`config.mk`:
```
export PLATFORM = sky130hd
export DESIGN_NAME = exu_branchslv
export DESIGN_NICKNAME = d
export VERILOG_FILES = /design/src/rtl/exu_branchslv.sv
export SDC_FILE = /design/constraint.sdc
export NUM_CORES = 1
export LEC_CHECK = 0
export CORE_MARGIN = 5
export CORE_UTILIZATION = 50
export CTS_CLUSTER_SIZE = 25
export DETAILED_ROUTE_END_ITERATION = 12
export DONT_BUFFER_PORTS = 1
export GPL_TIMING_DRIVEN = 0
export HOLD_SLACK_MARGIN = 0.12
export PLACE_DENSITY = 0.66
export SLEW_MARGIN = 20
export SYNTH_ARGS = -nofsm -noshare
export SYNTH_HDL_FRONTEND = slang
export SYNTH_SLANG_ARGS = --single-unit
```
`constraint.sdc`:
```
create_clock -name clk -period 6.7 [get_ports clk]
set_clock_uncertainty 0.05 [all_clocks]
set_input_delay 1.675 -clock clk [delete_from_list [all_inputs] [get_ports clk]]
set_output_delay 1.675 -clock clk [all_outputs]
set_load 0.02 [all_outputs]
```
`src/rtl/exu_branchslv.sv`:
```
// exu_branchslv: branch resolution unit at the EXU end of the IFU static predictor.
// Compares each committed B/J instruction against the IFU prediction, raises a
// flush/redirect request on a mispredict, and keeps saturating perf counters.
module exu_branchslv #(
   parameter int PC_SIZE = 32,
   parameter int CNT_W   = 16
) (
   input  logic               clk,
   input  logic               rst,
   input  logic               i_valid,
   output logic               i_ready,
   input  logic               i_bxx,
   input  logic               i_jal,
   input  logic               i_jalr,
   input  logic               i_prdt_taken,
   input  logic               i_cmp_res,
   input  logic [PC_SIZE-1:0] i_pc,
   input  logic [PC_SIZE-1:0] i_bjp_imm,
   input  logic               i_ilen32,
   input  logic [PC_SIZE-1:0] i_jalr_tgt,
   input  logic [PC_SIZE-1:0] i_prdt_tgt,
   input  logic               i_kill,
   output logic               flush_req_valid,
   input  logic               flush_req_ready,
   output logic [PC_SIZE-1:0] flush_pc,
   output logic               cmt_mispred,
   output logic [CNT_W-1:0]   br_cnt,
   output logic [CNT_W-1:0]   mispr_cnt
);

   typedef enum logic {
      IDLE  = 1'b0,
      FLUSH = 1'b1
   } state_e;

   state_e             state_q, state_d;
   logic [PC_SIZE-1:0] flush_pc_q, flush_pc_d;
   logic               cmt_mispred_q, cmt_mispred_d;
   logic [CNT_W-1:0]   br_cnt_q, br_cnt_d;
   logic [CNT_W-1:0]   mispr_cnt_q, mispr_cnt_d;

   logic               acc;
   logic               is_br;
   logic               mis;
   logic [PC_SIZE-1:0] tgt;
   logic [PC_SIZE-1:0] seq_step;
   logic [PC_SIZE-1:0] lsb_mask;

   // Commits are only taken while no redirect is outstanding and nothing is killing the pipe.
   assign i_ready = (state_q == IDLE) & ~i_kill;
   assign acc     = i_valid & i_ready;
   assign is_br   = i_bxx | i_jal | i_jalr;

   assign seq_step = i_ilen32 ? PC_SIZE'(4) : PC_SIZE'(2);
   assign lsb_mask = ~PC_SIZE'(1);

   // Resolve the branch outcome and the correct-path target for the committing instruction.
   always_comb begin
      // NOTE: every combinational output gets a default first so no path leaves it unassigned (no latches).
      mis = 1'b0;
      tgt = '0;
      if (i_bxx) begin
         mis = i_prdt_taken ^ i_cmp_res;
         tgt = i_cmp_res ? (i_pc + i_bjp_imm) : (i_pc + seq_step);
      end else if (i_jalr) begin
         // The IFU and the ALU may disagree on bit0; JALR always clears it, so it never counts.
         mis = (i_jalr_tgt & lsb_mask) != (i_prdt_tgt & lsb_mask);
         tgt = i_jalr_tgt & lsb_mask;
      end
      // JAL targets are fully known at fetch, so it never mispredicts.
   end

   // Next-state, redirect capture and counter update.
   always_comb begin
      state_d       = state_q;
      flush_pc_d    = flush_pc_q;
      cmt_mispred_d = 1'b0;
      br_cnt_d      = br_cnt_q;
      mispr_cnt_d   = mispr_cnt_q;

      unique case (state_q)
         IDLE: begin
            if (acc && is_br) begin
               if (br_cnt_q != '1) br_cnt_d = br_cnt_q + CNT_W'(1);
               if (mis) begin
                  state_d       = FLUSH;
                  flush_pc_d    = tgt;
                  cmt_mispred_d = 1'b1;
                  if (mispr_cnt_q != '1) mispr_cnt_d = mispr_cnt_q + CNT_W'(1);
               end
            end
         end
         FLUSH: begin
            // A kill owns the redirect itself, so ours is dropped; it also wins over ready.
            if (i_kill || flush_req_ready) state_d = IDLE;
         end
         default: state_d = IDLE;
      endcase
   end

   // State and output registers with synchronous reset.
   always_ff @(posedge clk) begin
      // NOTE: sequential state uses non-blocking assignments so all flops update from the same pre-edge values.
      if (rst) begin
         state_q       <= IDLE;
         flush_pc_q    <= '0;
         cmt_mispred_q <= 1'b0;
         br_cnt_q      <= '0;
         mispr_cnt_q   <= '0;
      end else begin
         state_q       <= state_d;
         flush_pc_q    <= flush_pc_d;
         cmt_mispred_q <= cmt_mispred_d;
         br_cnt_q      <= br_cnt_d;
         mispr_cnt_q   <= mispr_cnt_d;
      end
   end

   assign flush_req_valid = (state_q == FLUSH);
   assign flush_pc        = flush_pc_q;
   assign cmt_mispred     = cmt_mispred_q;
   assign br_cnt          = br_cnt_q;
   assign mispr_cnt       = mispr_cnt_q;

endmodule

```
==> results by group <==
Status
  • Status: complete, no violations

Global route
  • Largest net degree at the start of global routing: 11
  • Grt peak-use layer: met2
  • Initial antenna violation count: 0
  • Total congestion overflow: 0
  • Global-route wire length before repair: 27.2 mm
  • Met1 usage: around a third
  • Met2 usage: a little under half
  • Vias in the first global route: 5006
  • Total Routing Usage GR: a little over a quarter
  • Met3 usage: just under 5%

Floorplanning
  • Die area: 0.0129 mm2
  • # rows: 37
  • Io pins: 206
  • Core area: 0.0104 mm2
  • Chip width: 114 um
  • Height of the die: 114 um
  • Initial Util: 51.6%

Cells and area
  • Final #Nets: 882
  • Share of layout cells above drive strength 1: 6.30%
  • Antenna diodes: 0
  • Syn-to-layout area delta: 6.57%
  • Final Instance Area: 0.00573 mm2

Timing
  • Fmax: 0.208 GHz
  • Setup ws final: 1.90 ns
  • Slew Viols, Final: 0
  • Slew Limit Headroom: 47.7%
  • Setup TNS: 0 ns
  • Final worst path period need: around 4.8 ns
  • Period utilization: between 70% and 80%
  • Final setup viols: 0
  • Hold Fails Final Rpt: 0
  • Hold slack final: 0.559 ns
  • Worst-margin pin slew: 0.778 ns
  • RSZ-0062 raised after global routing: no

Clock tree
  • CTS Sinks: 66
  • Max Buffers Root-to-Sink: 2
  • Root Buffer: clkbuf_8
  • Worst-path clk slew: 0.07 ns
  • CTS tree: yes
  • Post-CTS Resized: 0
  • Hold Buf Count CTS: 0
  • Clock H-tree levels: 3
  • Skew-Pair Late Insertion Delay: 0.35 ns
  • Post CTS Setup Buffer Count: 0
  • TritonCTS buffer count: 9

Placed design
  • Place WS: 1.51 ns
  • Number of buffers added on ports: 0
  • GPL Wtd Cong: 0.908
  • Post-DP HPWL: 14.7 mm
  • Placed Area: 0.00554 mm2

Yosys
  • Ys Warns: 0
  • Synth Register Bits: 66
  • Avg Inst Size Synth: 7.70 um2
  • Mapped Cells: 698
  • Register area share after synthesis: 24.6%
  • Yosys top cell by area: dfxtp_1
  • Syn Nets: 871
  • Most common cell in the netlist: nor2_1
  • Mapped cell area: ~0.0054 mm2
  • Dominant cells by area after synthesis: dfxtp_1, xnor2_1, ha_1
  • Synth async-reset ratio: 0%
  • Synth top area share: 24.6%
  • Post-synth top cells: nor2_1, dfxtp_1, nand2_1
  • Ys flop type: dfxtp_1
  • Cell variety after synth: 68
  • Number of enable-type register cells in the synthesized netlist: 0

Detailed routing
  • Wire length per cell: 21.0 um
  • Number of DRC markers in iteration 0: 417
  • DR pass1 iterations: 6
  • Avg Vias per Cell: 6.25
  • Routed WL: 17.9 mm
  • DR DRC count: 0
  • Detailed-route via count: 5309
  • Routed Antenna Nets: 0

Setup path
  • R2R depth: 8
  • Critical R2R Capture: flush_pc[9]$_SDFFE_PP0P_
  • Crit path kind: in -> reg
  • Worst Path Required: 6.92 ns
  • Worst Setup Start Kind: input port
  • Flop2flop setup slack: 3.78 ns
  • WP data arrival: 5.01 ns
  • Worst reg2reg path startpoint: flush_req_valid$_SDFF_PP0_
  • Crit end category: flop
  • Crit path max fanout: 10

Power
  • Leakage: 0.00219 uW
  • Peak supply drop: 0.000124 V
  • PD cells: 183 mW/mm2

Min path
  • Min-Delay Startpoint: flush_pc[13]$_SDFFE_PP0P_
  • Hold path cells: 2
  • Worst Hold Class: reg -> reg
  • Hold EP: flush_pc[13]$_SDFFE_PP0P_

Job
  • Max cap viols: 0
## layer usage
| metal | routed length [um] | part of all wire (%) |
|---|---|---|
| met1 | 7270 | 41 |
| met2 | 8580 | 48 |
| met3 | 1550 | 8.7 |
| met4 | 482 | 2.7 |
| met5 | 0 | 0 |
## layout by cell type (no fill, tap or decap), types with 4 or more instances in the layout
cell	count
a21oi_1	43
a31oi_1	5
nor2_1	94
clkbuf_1	18
a311oi_1	14
buf_6	5
nand2b_1	4
xnor2_1	53
nand2_1	54
o21ai_0	18
o21ai_1	8
a22oi_1	13
buf_2	8
clkbuf_8	12
xor2_1	23
mux2i_1	4
nand4_1	25
dfxtp_1	66
nor2b_1	7
nand3_1	29
buf_4	7
a211oi_1	16
o2111ai_1	4
a21o_1	13
or3_1	9
ha_1	33
and2_1	34
inv_1	18
and3_1	10
## cell type report
class | instances | area (um2)
Buffer | 41 | 244
Clock buffer | 14 | 173
Clock inverter | 2 | 10.0
Fill cell | 1046 | 4690
Inverter | 18 | 67.6
Multi-Input combinational cell | 573 | 3740
Sequential cell | 66 | 1320
Tap cell | 136 | 170
## through the flow
step / util (%) / instances / total power [uW]
after global routing: 55.0 / 850 / 1090
final: 55.0 / 850 / 1050
after global placement: 53.2 / 834 / 732
after CTS: 55.0 / 850 / 1050
after floorplan: - / 698 / 661
after detailed placement: 53.2 / 834 / 735
## sequential cells by signal (all words and copies together) (netlist names)
register / cells
br_cnt: 16
flush_req_valid: 1
cmt_mispred: 1
mispr_cnt: 16
flush_pc: 32
## worst max path at each step
stage | from | end | slack, ns | depth (start not counted)
final | i_cmp_res | flush_pc[28]$_SDFFE_PP0P_ | 1.90 | 14
after global routing | i_cmp_res | flush_pc[28]$_SDFFE_PP0P_ | 1.67 | 14
after CTS | i_cmp_res | flush_pc[28]$_SDFFE_PP0P_ | 1.87 | 14
after detailed placement | i_cmp_res | flush_pc[24]$_SDFFE_PP0P_ | 1.51 | 13
after global placement | i_cmp_res | flush_pc[28]$_SDFFE_PP0P_ | 1.58 | 14
after floorplan | i_cmp_res | flush_pc[28]$_SDFFE_PP0P_ | 2.26 | 14
## report_power, final
| group | internal (uW) | switching, uW | total [uW] | leakage (uW) |
|---|---|---|---|---|
| sequential | 406 | 30.3 | 436 | 0.000535 |
| combinational | 120 | 175 | 295 | 0.00156 |
| clock | 164 | 154 | 318 | 0.0000965 |
## worst max-delay path: stages
cell and delay (ns):
buf_2 0.19, clkbuf_1 0.35, and2_1 0.19, ha_1 0.16
inv_1 0.05, fa_1 0.38, nand2b_1 0.24, a21oi_1 0.30
o21ai_1 0.15, a31oi_2 0.23, o21ai_2 0.14, or4b_1 0.52
and3_1 0.20, a211oi_2 0.22
## kinds of logic (layout without fill, tap and decap cells)
kind of cell / after synthesis / after routing / share of synthesized area (%)
adder cells (fa/ha/maj): 34 / 34 / 8.06
AND/OR/NAND/NOR: 285 / 285 / 26.0
XOR/XNOR: 76 / 76 / 12.4
AO/OA/AOI/OAI: 173 / 173 / 22.2
multiplexers: 5 / 5 / 0.955
flip-flops: 66 / 66 / 24.6
buffers and inverters: 59 / 75 / 5.80
Note: power is estimated with default switching activity, not from simulation.
